--- src/rtl/tile_store_logic_pkg.sv ---
// Shared definitions for the tile fetch/store paths: BRAM memory map,
// buffer select encodings and tile FSM state encodings.
package tile_store_logic_pkg;

    localparam int unsigned WEIGHT_BASE = 0;
    localparam int unsigned K_BASE      = 4;
    localparam int unsigned V_BASE      = 772;

    typedef enum logic [1:0] {
        BUF_WEIGHT  = 2'b00,
        BUF_K       = 2'b01,
        BUF_V       = 2'b10,
        BUF_INVALID = 2'b11
    } buf_sel_e;

    typedef enum logic [1:0] {
        ST_IDLE    = 2'b00,
        ST_WRITING = 2'b01,
        ST_DONE    = 2'b10
    } tile_state_e;

    // Start address of a logical buffer; the invalid select maps to 0.
    function automatic logic [31:0] buf_base(input logic [1:0] sel);
        case (sel)
            BUF_WEIGHT: buf_base = 32'(WEIGHT_BASE);
            BUF_K:      buf_base = 32'(K_BASE);
            BUF_V:      buf_base = 32'(V_BASE);
            default:    buf_base = 32'd0;
        endcase
    endfunction

endpackage

--- src/rtl/tile_ptr_bank.sv ---
// Per-buffer next-tile pointers plus the tile base address lookup.
// The increment and lookup selects are separate so a caller can bump the
// pointer of the tile just finished while looking up a different buffer.
module tile_ptr_bank
    import tile_store_logic_pkg::*;
#(
    parameter int ADDR_WIDTH          = 11,
    parameter int PTR_WIDTH           = 9,
    parameter int NUM_WRITES_PER_TILE = 2
) (
    input  logic                  clk,
    input  logic                  rst,
    input  logic                  clear,
    input  logic                  incr,
    input  logic [1:0]            incr_sel,
    input  logic [1:0]            lookup_sel,
    output logic [ADDR_WIDTH-1:0] base_addr
);

    logic [PTR_WIDTH-1:0] w_ptr_q, w_ptr_d;
    logic [PTR_WIDTH-1:0] k_ptr_q, k_ptr_d;
    logic [PTR_WIDTH-1:0] v_ptr_q, v_ptr_d;
    logic [PTR_WIDTH-1:0] lookup_ptr;
    logic [31:0]          full_base;

    // Next pointer values: clear wins over the end-of-tile increment.
    always_comb begin
        w_ptr_d = w_ptr_q;
        k_ptr_d = k_ptr_q;
        v_ptr_d = v_ptr_q;
        if (clear) begin
            w_ptr_d = '0;
            k_ptr_d = '0;
            v_ptr_d = '0;
        end else if (incr) begin
            case (incr_sel)
                BUF_WEIGHT: w_ptr_d = w_ptr_q + 1'b1;
                BUF_K:      k_ptr_d = k_ptr_q + 1'b1;
                BUF_V:      v_ptr_d = v_ptr_q + 1'b1;
                default:    ;
            endcase
        end
    end

    // Pointer registers.
    always_ff @(posedge clk) begin
        if (rst) begin
            w_ptr_q <= '0;
            k_ptr_q <= '0;
            v_ptr_q <= '0;
        end else begin
            w_ptr_q <= w_ptr_d;
            k_ptr_q <= k_ptr_d;
            v_ptr_q <= v_ptr_d;
        end
    end

    // Tile base = buffer base + pointer * beats per tile, truncated to the port width.
    always_comb begin
        case (lookup_sel)
            BUF_WEIGHT: lookup_ptr = w_ptr_q;
            BUF_K:      lookup_ptr = k_ptr_q;
            BUF_V:      lookup_ptr = v_ptr_q;
            default:    lookup_ptr = '0;
        endcase
        full_base = buf_base(lookup_sel) + 32'(lookup_ptr) * 32'(NUM_WRITES_PER_TILE);
        base_addr = full_base[ADDR_WIDTH-1:0];
    end

endmodule

--- src/rtl/tile_store_logic.sv ---
// Write-side tile engine: accepts NUM_WRITES_PER_TILE beats over valid/ready
// and writes them to consecutive BRAM words starting at the selected
// buffer's next tile, then advances that buffer's pointer.
module tile_store_logic
    import tile_store_logic_pkg::*;
#(
    parameter int NUM_WRITES_PER_TILE = 2,
    parameter int ADDR_WIDTH          = 11,
    parameter int DATA_WIDTH          = 256,
    parameter int PTR_WIDTH           = 9
) (
    input  logic                  clk,
    input  logic                  rst,
    input  logic                  start_store,
    input  logic                  reset_addr_counters,
    input  logic [1:0]            buffer_select,
    input  logic [DATA_WIDTH-1:0] in_data,
    input  logic                  in_valid,
    output logic                  in_ready,
    output logic [ADDR_WIDTH-1:0] bram_addr,
    output logic [DATA_WIDTH-1:0] bram_wdata,
    output logic                  bram_en,
    output logic                  bram_we,
    output logic                  store_done,
    output logic                  store_err
);

    localparam int OFF_W = (NUM_WRITES_PER_TILE > 1) ? $clog2(NUM_WRITES_PER_TILE) : 1;
    localparam logic [OFF_W-1:0] LAST_OFF = OFF_W'(NUM_WRITES_PER_TILE - 1);

    tile_state_e           state_q, state_d;
    logic [1:0]            sel_q, sel_d;
    logic [ADDR_WIDTH-1:0] tile_base_q, tile_base_d;
    logic [OFF_W-1:0]      offset_q, offset_d;
    logic                  store_err_q, store_err_d;
    logic [ADDR_WIDTH-1:0] lookup_base;

    tile_ptr_bank #(
        .ADDR_WIDTH          (ADDR_WIDTH),
        .PTR_WIDTH           (PTR_WIDTH),
        .NUM_WRITES_PER_TILE (NUM_WRITES_PER_TILE)
    ) u_ptr_bank (
        .clk        (clk),
        .rst        (rst),
        .clear      (reset_addr_counters),
        .incr       (state_q == ST_DONE),
        .incr_sel   (sel_q),
        .lookup_sel (buffer_select),
        .base_addr  (lookup_base)
    );

    // Tile FSM: next state, latched tile context and handshake outputs.
    always_comb begin
        state_d     = state_q;
        sel_d       = sel_q;
        tile_base_d = tile_base_q;
        offset_d    = offset_q;
        store_err_d = 1'b0;
        in_ready    = 1'b0;
        store_done  = 1'b0;
        case (state_q)
            ST_IDLE: begin
                if (start_store) begin
                    if (buffer_select == BUF_INVALID) begin
                        store_err_d = 1'b1;
                    end else begin
                        state_d     = ST_WRITING;
                        sel_d       = buffer_select;
                        tile_base_d = lookup_base;
                        offset_d    = '0;
                    end
                end
            end
            ST_WRITING: begin
                in_ready = 1'b1;
                if (in_valid) begin
                    if (offset_q == LAST_OFF) begin
                        state_d  = ST_DONE;
                        offset_d = '0;
                    end else begin
                        offset_d = offset_q + 1'b1;
                    end
                end
            end
            ST_DONE: begin
                store_done = 1'b1;
                state_d    = ST_IDLE;
            end
            default: state_d = ST_IDLE;
        endcase
    end

    // State and tile context registers.
    always_ff @(posedge clk) begin
        if (rst) begin
            state_q     <= ST_IDLE;
            sel_q       <= 2'b00;
            tile_base_q <= '0;
            offset_q    <= '0;
            store_err_q <= 1'b0;
        end else begin
            state_q     <= state_d;
            sel_q       <= sel_d;
            tile_base_q <= tile_base_d;
            offset_q    <= offset_d;
            store_err_q <= store_err_d;
        end
    end

    // BRAM port: address and data always driven, strobes only on a handshake.
    always_comb begin
        bram_en    = in_ready & in_valid;
        bram_we    = in_ready & in_valid;
        bram_addr  = tile_base_q + ADDR_WIDTH'(offset_q);
        bram_wdata = in_data;
        store_err  = store_err_q;
    end

endmodule
--- config.mk ---
export PLATFORM = sky130hd
export DESIGN_NAME = tile_store_logic
export DESIGN_NICKNAME = d
export VERILOG_FILES = /design/src/rtl/tile_store_logic_pkg.sv /design/src/rtl/tile_ptr_bank.sv /design/src/rtl/tile_store_logic.sv
export SDC_FILE = /design/constraint.sdc
export NUM_CORES = 1
export LEC_CHECK = 0
export BUFFER_PORTS_ARGS = -buffer_cell sky130_fd_sc_hd__buf_2
export CAP_MARGIN = 10
export CORE_AREA = 2 2 207 209
export DETAILED_ROUTE_END_ITERATION = 8
export DIE_AREA = 0 0 209 211
export GPL_TIMING_DRIVEN = 0
export SYNTH_ARGS = -nofsm -noshare
export SYNTH_HDL_FRONTEND = slang
export SYNTH_SLANG_ARGS = --single-unit
--- constraint.sdc ---
create_clock -name clk -period 2.3 [get_ports clk]
set_clock_uncertainty 0.15 [all_clocks]
set_input_delay 0.345 -clock clk [delete_from_list [all_inputs] [get_ports clk]]
set_output_delay 0.345 -clock clk [all_outputs]
set_load 0.05 [all_outputs]
# After elaboration in Yosys (flattened, before gate mapping)
# Index checks and enable logic that the tools add are counted.
# W data, S select, Z words.
dict set report word_totals {
  regBits 44
  inputBits 263
  output_inout_bits 272
}
dict set report op_classes {
  n_addsub 6
  eq_ne 11
  mux 15
  bitwise 4
  reduce_logical 12
}
# cell count
set ops {}
lappend ops {{$add A9 B1 Y9 const B} 3}
lappend ops {{$pmux W9 S3} 1}
lappend ops {{$pmux W10 S2} 1}
lappend ops {{$add A10 B10 Y11} 1}
lappend ops {{$add A11 B1 Y11} 1}
lappend ops {{$eq A2 B2 Y1 const B} 4}
lappend ops {{$mux W2} 4}
lappend ops {{$ne A2 B2 Y1 const B} 4}
lappend ops {{$reduce_and A4 Y1} 2}
lappend ops {{$mux W1} 7}
lappend ops {{$eq A2 B1 Y1 const B} 3}
lappend ops {{$logic_not A2 Y1} 3}
lappend ops {{$reduce_and A2 Y1} 3}
lappend ops {{$pmux W2 S2} 1}
lappend ops {{$not A1 Y1} 3}
lappend ops {{$reduce_and A3 Y1} 1}
lappend ops {{$reduce_or A3 Y1} 1}
lappend ops {{$pmux W1 S2} 1}
lappend ops {{$reduce_bool A2 Y1} 1}
lappend ops {{$reduce_or A2 Y1} 1}
lappend ops {{$add A1 B1 Y1 const B} 1}
lappend ops {{$and A1 B1 Y1} 1}

# Depth between registers and ports, before layout
# Gate-level depths: netlist of the first run.
dict set report depth {
  depth_word 4
  mapped_depth 10
  depth_no_buf 9
}

# Cells and area by module
# From an unflattened synthesis of the first run, not the netlist that was laid out.
dict set report unflattened {
  hier_cells 537
  area_unflattened_um2 4365.4
}
# mod n_inst cells_per_inst area_per_inst_um2
set modules_own_cells {}
lappend modules_own_cells {tile_store_logic 1 359 2776.4}
lappend modules_own_cells {tile_ptr_bank 1 178 1589.0}

# Worst setup path after synthesis of the first run
# No wires, ideal clock.
dict set report synth_timing {
  path_type {input to register}
  startpoint {input port buffer_select[1]}
  endpoint {register tile_base_q[9]}
  setup_ns 0.122
  t_arrival_ns 1.877
  setup_slack_ns 0.151
  cell_stages 7
  path_buffers 1
  path_cell_list {inv_1 ha_1 buf_6 a222oi_1 nor3_2 and2_1 a311o_1}
}
dict set report synth_between {
  elab_chain_cells 3
}
# item line
set synth_lines {}
lappend synth_lines {{start: declaration} tile_store_logic.sv:16} ;# input logic [1:0] buffer_select,
lappend synth_lines {{$eq A2 B2 Y1 (tied with other cells)} {tile_store_logic_pkg.sv:24, tile_ptr_bank.sv:60}}
lappend synth_lines {{$pmux W9 S3 (tied with other cells)} tile_ptr_bank.sv:60} ;# case (lookup_sel)
lappend synth_lines {{$add A10 B10 Y11 / $reduce_and A3 Y1 (equally long branches)} -}
lappend synth_lines {{end signal: assignment} tile_store_logic.sv:104} ;# tile_base_q <= tile_base_d;
lappend synth_lines {{end: declaration} tile_store_logic.sv:33} ;# logic [ADDR_WIDTH-1:0] tile_base_q, tile_base_d;
# Several ways; a longest one is shown, not always the timed one.
# A chain may end at the register's enable or synchronous reset.

# Worst setup path in the final report of the first run
# Ends and elaborated chain as after synthesis.

==> results.sh, run 1 <==
export IMPL_status="finished clean"
export IMPL_clock_sinks=43
export IMPL_routed_wirelength_mm=17.0
export IMPL_routabilityCongestion=0.783
export IMPL_fmax_mhz=459
export IMPL_layout_nets=1075
export IMPL_tns_ps=0
export IMPL_avgSynthCellArea_um2=8.15
export IMPL_grt_max_degree=13
export IMPL_synth_area_leaders="buf_4 46%, dfxtp_1 21%, xor2_1 4.2%"
export IMPL_final_layout_size_suffix_gt1_share_pct=71.0
export IMPL_hold_class="input pin to register"
export IMPL_drc=0
export IMPL_critical_path_arrival_ps=2190
export IMPL_fin_crit_sh_pct=94.7
export IMPL_cts_root_buf="clkbuf_16"
export IMPL_p_per_area_nw_per_um2=474
export IMPL_n_fill_cell=4733
export IMPL_tightest_slew_ps=878
export IMPL_netlist_area_leader_share_pct=46.4
export IMPL_synthFlopType="dfxtp_1"
export IMPL_p_leak_nw=3.25
export IMPL_core_area_um2=41800
export IMPL_dp_final_hpwl_mm=15.3
export IMPL_slew_viol_final=0
export IMPL_place_area_um2=6230
export IMPL_vias=4127
export IMPL_io_pins=535
export IMPL_routedWlPerCell_um=12.7
export IMPL_initial_core_util_pct=9.99
export IMPL_layout_min_cycle_time_ps=2180
export IMPL_syn_nets=787
export IMPL_cts_tree="built"
export IMPL_die_w_um=209
export IMPL_cts_buffer_depth=2
export IMPL_synth_edff_count=0
export IMPL_ys_warn_count=0
export IMPL_setup_viol=0
export IMPL_via_per_inst=3.07
export IMPL_crit_type="input pin to register"
export IMPL_final_util_pct=15.5
export IMPL_critPathRequiredTime_ps=2320
export IMPL_syn2layout_area_growth_pct=55.1
export IMPL_synth_area_leader_cell="buf_4"
export IMPL_grt_antenna_before_repair=6
export IMPL_slew_headroom_pct=40.6
export IMPL_fin_area_um2=6470
export IMPL_cap_violations=0
export IMPL_ys_seq_area_share_pct=20.6
export IMPL_die_height_um=211
export IMPL_synthArstFlopShare_pct=0
export IMPL_row_count=75
export IMPL_grt_pass1_wl_mm=21.7
export IMPL_grt_overflow_total=0
export IMPL_final_hold_viol_count=0
export IMPL_rsz0062_at_grt="false"
export IMPL_synth_seq_cells=43
export IMPL_drt_iter0_drc=187
export IMPL_cp_max_fo=9
export IMPL_clkLatencyLatePin_ps=280
export IMPL_ant_nets=0
export IMPL_endpoint_kind="register"
export IMPL_vdd_ir_drop_max_mv=0.302
export IMPL_syn_area_um2=4170
export IMPL_cts_htree_levels=2
export IMPL_port_buffers=277
export IMPL_synth_cell_types=42
export IMPL_grt_pass1_vias=3611
export IMPL_syn_inst=512
export IMPL_die_area_um2=44100
export IMPL_critPathLaunchType="input pin"
export IMPL_path_clk_slew_ps=60
export IMPL_track_usage_pct=6.65
export IMPL_first_pass_iters=7
export IMPL_cts_made_buffers=5
==> path summary, 6_finish.rpt <==
kind              slack, ps        startpoint  cells past startpoint              end
hold reg to reg         310    tile_base_q[4]                      2   tile_base_q[4]
setup / recovery        120  buffer_select[1]                      8   tile_base_q[9]
hold / removal          190       start_store                      3        store_err
setup reg to reg        190        state_q[1]                      4  tile_base_q[10]
==> synthesized netlist by cell type (2+ instances only) <==
library cell,number
nand2_1,20
nor2_1,37
dfxtp_1,43
buf_4,258
a21oi_1,11
nand4_1,14
inv_1,4
xnor2_1,4
ha_1,12
nor2b_1,2
or3_1,3
nand2b_1,3
clkbuf_1,9
nand3b_1,4
mux2i_1,3
and3_1,5
nand3_1,6
nor3_1,3
o21ai_0,7
nor3b_1,3
and4_1,2
xor2_1,20
buf_2,7
and2_1,5
a222oi_1,9
nor4bb_1,2
==> kinds of logic (layout without fill, tap and decap cells) <==
| family | Yosys count | in the layout | share of synthesized area [%] |
|---|---|---|---|
| AOI/OAI and AO/OA | 35 | 35 | 6.30 |
| xor gates and xnor gates | 24 | 24 | 5.04 |
| adders and majority gates | 12 | 12 | 3.60 |
| buffers and inverters | 279 | 568 | 48.7 |
| DFF | 43 | 43 | 20.6 |
| muxes | 4 | 4 | 0.990 |
| other | 0 | 3 | 0 |
| and+or+nand+nor | 115 | 115 | 14.7 |
==> stage by stage <==
step	instances	setup slack [ps]	total power, mW	hold WS [ps]
floorplan	512	151	2.08	307
global route	1343	23.8	3.17	192
CTS	1335	7.27	3.09	180
detailed placement	1328	-306	2.35	311
global placement	1328	-293	2.35	298
finish	1343	123	3.07	187
==> cell type report <==
cell class | instances | area (um2) | share of cell area (%)
Buffer | 273 | 2010 | 31.0
Multi-Input combinational cell | 190 | 1320 | 20.3
Sequential cell | 43 | 861 | 13.3
Inverter | 4 | 15.0 | 0.232
Antenna cell | 3 | 7.51 | 0.116
Tap cell | 539 | 674 | 10.4
Clock buffer | 8 | 156 | 2.42
Timing Repair Buffer | 283 | 1430 | 22.2
==> sequential cells by signal (all words and copies together) (netlist names) <==
name,count
offset_q,1
sel_q,2
state_q,2
store_err,1
tile_base_q,10
u_ptr_bank.k_ptr_q,9
u_ptr_bank.v_ptr_q,9
u_ptr_bank.w_ptr_q,9
==> placed cells by master, fill, tap and decap left out, types with 6 or more instances in the layout <==
cell      Yosys  final
dfxtp_1      43     43
buf_4       258    265
ha_1         12      8
o21ai_0       7      6
nand2_1      20     20
xor2_1       20     20
nand3_1       6      6
a21oi_1      11     11
nand4_1      14     14
clkbuf_1      9      9
a222oi_1      9      9
nor2_1       37     35
buf_2         7    282
==> worst max-delay path, stage by stage <==
cell and delay, ps:
buf_4 110, inv_1 60, ha_1 180, buf_6 140, a222oi_1 630, nor3_2 200
and2_1 220, a311o_1 300
==> layer usage <==
layer,track usage [%],wire (um)
met1,6.35,5580
met2,12.5,9090
met3,2.36,1750
met4,3.37,592
met5,0,0
==> where the power goes <==
part | internal (mW) | switching [mW]
Clock | 0.462 | 0.275
Sequential | 0.755 | 0.00744
Combinational | 0.470 | 1.10
==> timing repair <==
action	in CTS	in global routing
hold buffers	0	0
endpoints found under the setup margin	1	5
resized for setup	1	12
pin swaps	1	9
buffers inserted	0	6
(Power assumes the default switching activity.)
==> inputs of run 2 (changes only) <==
--- a/config.mk
+++ b/config.mk
@@ -6,9 +6,9 @@
 export NUM_CORES = 1
 export LEC_CHECK = 0
+export ABC_AREA = 1
 export BUFFER_PORTS_ARGS = -buffer_cell sky130_fd_sc_hd__buf_2
-export CAP_MARGIN = 10
-export CORE_AREA = 2 2 207 209
+export CORE_AREA = 2 2 208 210
 export DETAILED_ROUTE_END_ITERATION = 8
-export DIE_AREA = 0 0 209 211
+export DIE_AREA = 0 0 210 212
 export GPL_TIMING_DRIVEN = 0
 export SYNTH_ARGS = -nofsm -noshare
==> constraint.sdc (replaced) <==
create_clock -name clk -period 2.3 [get_ports clk]
set_clock_uncertainty 0.15 [all_clocks]
set_input_delay 0.69 -clock clk [delete_from_list [all_inputs] [get_ports clk]]
set_output_delay 0.69 -clock clk [all_outputs]
set_load 0.05 [all_outputs]
==> run 2 against run 1 <==
Against the previous run:
- cell count up 7.6%
- fmax is 0.74% lower
- critical path depth shrank 4
- register-to-register slack improved by 370 ps
- die area rose by 0.95%
- wire length down 18%
- non-clock buffer count is 10 lower
- via count increased by 6.0%
- worst hold slack improved by 150 ps
- clock power is essentially flat
- sequential share of layout area shrank 0.53 points
- highest routed layer unchanged
==> results.sh, run 2 <==
export IMPL_status="finished clean"
export IMPL_layout_nets=1172
export IMPL_cts_tree="built"
export IMPL_min_path_cells=2
export IMPL_critPathRequiredTime_ps=1460
export IMPL_avgSynthCellArea_um2=7.13
export IMPL_syn_nets=885
export IMPL_drt_iter0_drc=146
export IMPL_syn_inst=610
export IMPL_clkLatencyLatePin_ps=280
export IMPL_first_pass_iters=4
export IMPL_holdWs_ps=336
export IMPL_final_hold_viol_count=0
export IMPL_final_layout_size_suffix_gt1_share_pct=65.4
export IMPL_grt_pass1_vias=3869
export IMPL_synth_edff_count=0
export IMPL_n_fill_cell=4766
export IMPL_cp_cell_sequence="nand2_1 > nor2_4 > buf_4 > buf_2"
export IMPL_critical_path_arrival_ps=1350
export IMPL_slew_viol_final=0
export IMPL_ys_seq_area_share_pct=19.8
export IMPL_layout_min_cycle_time_ps=2190
export IMPL_syn2layout_area_growth_pct=54.9
export IMPL_vias=4376
export IMPL_io_pins=535
export IMPL_clock_sinks=43
export IMPL_setup_viol=0
export IMPL_synth_cell_types=31
export IMPL_slew_headroom_pct=77.1
export IMPL_path_clk_slew_ps=60
export IMPL_row_count=76
export IMPL_ys_warn_count=0
export IMPL_critPathLaunchType="register"
export IMPL_layout_common_cells="278 x buf_2, 263 x buf_4, 79 x nand2_1, 46 x inv_1, 43 x dfxtp_1"
export IMPL_ant_nets=0
export IMPL_regMostFlops="tile_base_q"
export IMPL_r2r_worst_path_cells=12
export IMPL_worst_path_buf_inv=2
export IMPL_cts_root_buf="clkbuf_16"
export IMPL_vdd_ir_drop_max_mv=0.292
export IMPL_hold_buffers=0
export IMPL_synthArstFlopShare_pct=0
export IMPL_drc=0
export IMPL_grt_max_degree=13
export IMPL_initial_core_util_pct=10.2
export IMPL_largest_reg_flops=10
export IMPL_grt_pass1_wl_mm=18.6
export IMPL_rsz0062_at_grt="false"
export IMPL_grt_overflow_total=0
export IMPL_post_synth_top_count_cell="buf_4"
export IMPL_cap_violations=0
export IMPL_cts_htree_levels=2
export IMPL_synth_seq_cells=43
export IMPL_core_area_um2=42500
export IMPL_fin_crit_sh_pct=95.4
export IMPL_cpPeakStageDelay_ps=420
export IMPL_final_common_cell="buf_2"
export IMPL_cpMaxStageDelayCell="dfxtp_1"
export IMPL_critPathTopFamily="flip-flops"
export IMPL_via_per_inst=3.03
export IMPL_netlist_area_leader_share_pct=44.9
export IMPL_routabilityCongestion=0.773
export IMPL_synth_area_leaders="buf_4 45%, dfxtp_1 20%, nand2_1 7.0%"
export IMPL_fin_ws_ps=106
export IMPL_tightest_slew_ps=343
export IMPL_fmax_mhz=456
export IMPL_hold_class="register to register"
export IMPL_grt_antenna_before_repair=1
export IMPL_p_per_area_nw_per_um2=473
export IMPL_synth_area_leader_cell="buf_4"
export IMPL_synthFlopType="dfxtp_1"
export IMPL_track_usage_pct=5.32
export IMPL_dp_final_hpwl_mm=12.1
export IMPL_cts_buffer_depth=2
export IMPL_place_ws_ps=-387
export IMPL_crit_type="register to output pin"
export IMPL_p_leak_nw=3.48
export IMPL_endpoint_kind="output pin"
export IMPL_cts_made_buffers=5
export IMPL_tns_ps=0
export IMPL_final_util_pct=15.9
export IMPL_syn_area_um2=4350
export IMPL_crit_cells=4
export IMPL_synthTopCellsByCount="260 x buf_4, 81 x nand2_1, 51 x inv_1"
export IMPL_port_buffers=277
export IMPL_die_w_um=210
export IMPL_routed_wirelength_mm=13.9
export IMPL_die_area_um2=44500
export IMPL_die_height_um=212
export IMPL_cp_max_fo=5
export IMPL_routedWlPerCell_um=9.62
[run 2: cell count changes in the layout (fill, tap and decap cells not counted), sizes merged, moves of 5 or more]
| cell | change |
|---|---|
| nand2 | +61 |
| inv | +49 |
| nand3 | +25 |
| o21ai | +19 |
| xor2 | -18 |
| a21oi | +13 |
| nand4 | -12 |
| nor2 | +11 |
| a222oi | -9 |
| clkbuf | -6 |
| and2 | -5 |
| and3 | -5 |
[run 2: power breakdown]
| group | internal [mW] | switching, mW | leakage, nW |
|---|---|---|---|
| logic | 0.497 | 1.17 | 3.06 |
| clock network | 0.462 | 0.276 | 0.0772 |
| registers | 0.768 | 0.0149 | 0.349 |
| total | 1.73 | 1.46 | 3.48 |
[run 2: tightest hold or removal path: cells and delay by family (launching register included)]
family           cells  cell delay, ps
DFF                  1             330
and+or+nand+nor      2             130
[run 2: final cells by class]
class / count / area [um2] / share of cell area [%]
Clock buffer: 8 / 156 / 2.32
Buffer: 265 / 1980 / 29.4
Timing Repair Buffer: 281 / 1430 / 21.1
Inverter: 53 / 204 / 3.03
Sequential cell: 43 / 861 / 12.8
Multi-Input combinational cell: 248 / 1420 / 21.1
Tap cell: 546 / 683 / 10.1
Antenna cell: 1 / 2.50 / 0.0371
[run 2: path summary, 6_finish.rpt]
| check | to | slack (ps) | startpoint |
|---|---|---|---|
| worst min register to register | tile_base_q[2] | 340 | tile_base_q[2] |
| worst max-delay path | bram_we | 110 | state_q[0] |
| worst max register to register | tile_base_q[10] | 560 | u_ptr_bank.v_ptr_q[1] |
| worst min-delay path | tile_base_q[2] | 340 | tile_base_q[2] |
[run 2: through the flow]
stage	instance area [um2]	instances	power (mW)
2_1_floorplan	4360	610	2.17
3_3_place_gp	6430	1433	2.45
3_5_place_dp	6430	1433	2.46
4_1_cts	6640	1442	3.21
5_1_grt	6740	1445	3.31
6_report	6740	1445	3.19
[run 2: what timing repair did]
action                                  in CTS  in global routing
buffers inserted                             2                  2
resized for setup                           10                 19
cloned                                       0                  0
endpoints found under the setup margin       4                  5
pin swaps                                    2                  8
[run 2: cells by family (layout without fill, tap and decap cells)]
group,after synthesis,in the layout,share of synthesized area [%]
buffers and inverters,319,607,50.1
and+or+nand+nor,175,175,18.8
AOI/OAI and AO/OA,57,57,7.05
DFF,43,43,19.8
adders and majority gates,12,12,3.45
xor gates and xnor gates,4,4,0.805
other,0,1,0
[run 2: layer usage]
metal	global-route usage, %	share of wire, %	up-vias
met3	0.916	8.9	14
met2	10.2	52	269
li1	-	-	2210
met4	2.81	2.4	0
met5	0	0	-
met1	5.49	37	1883
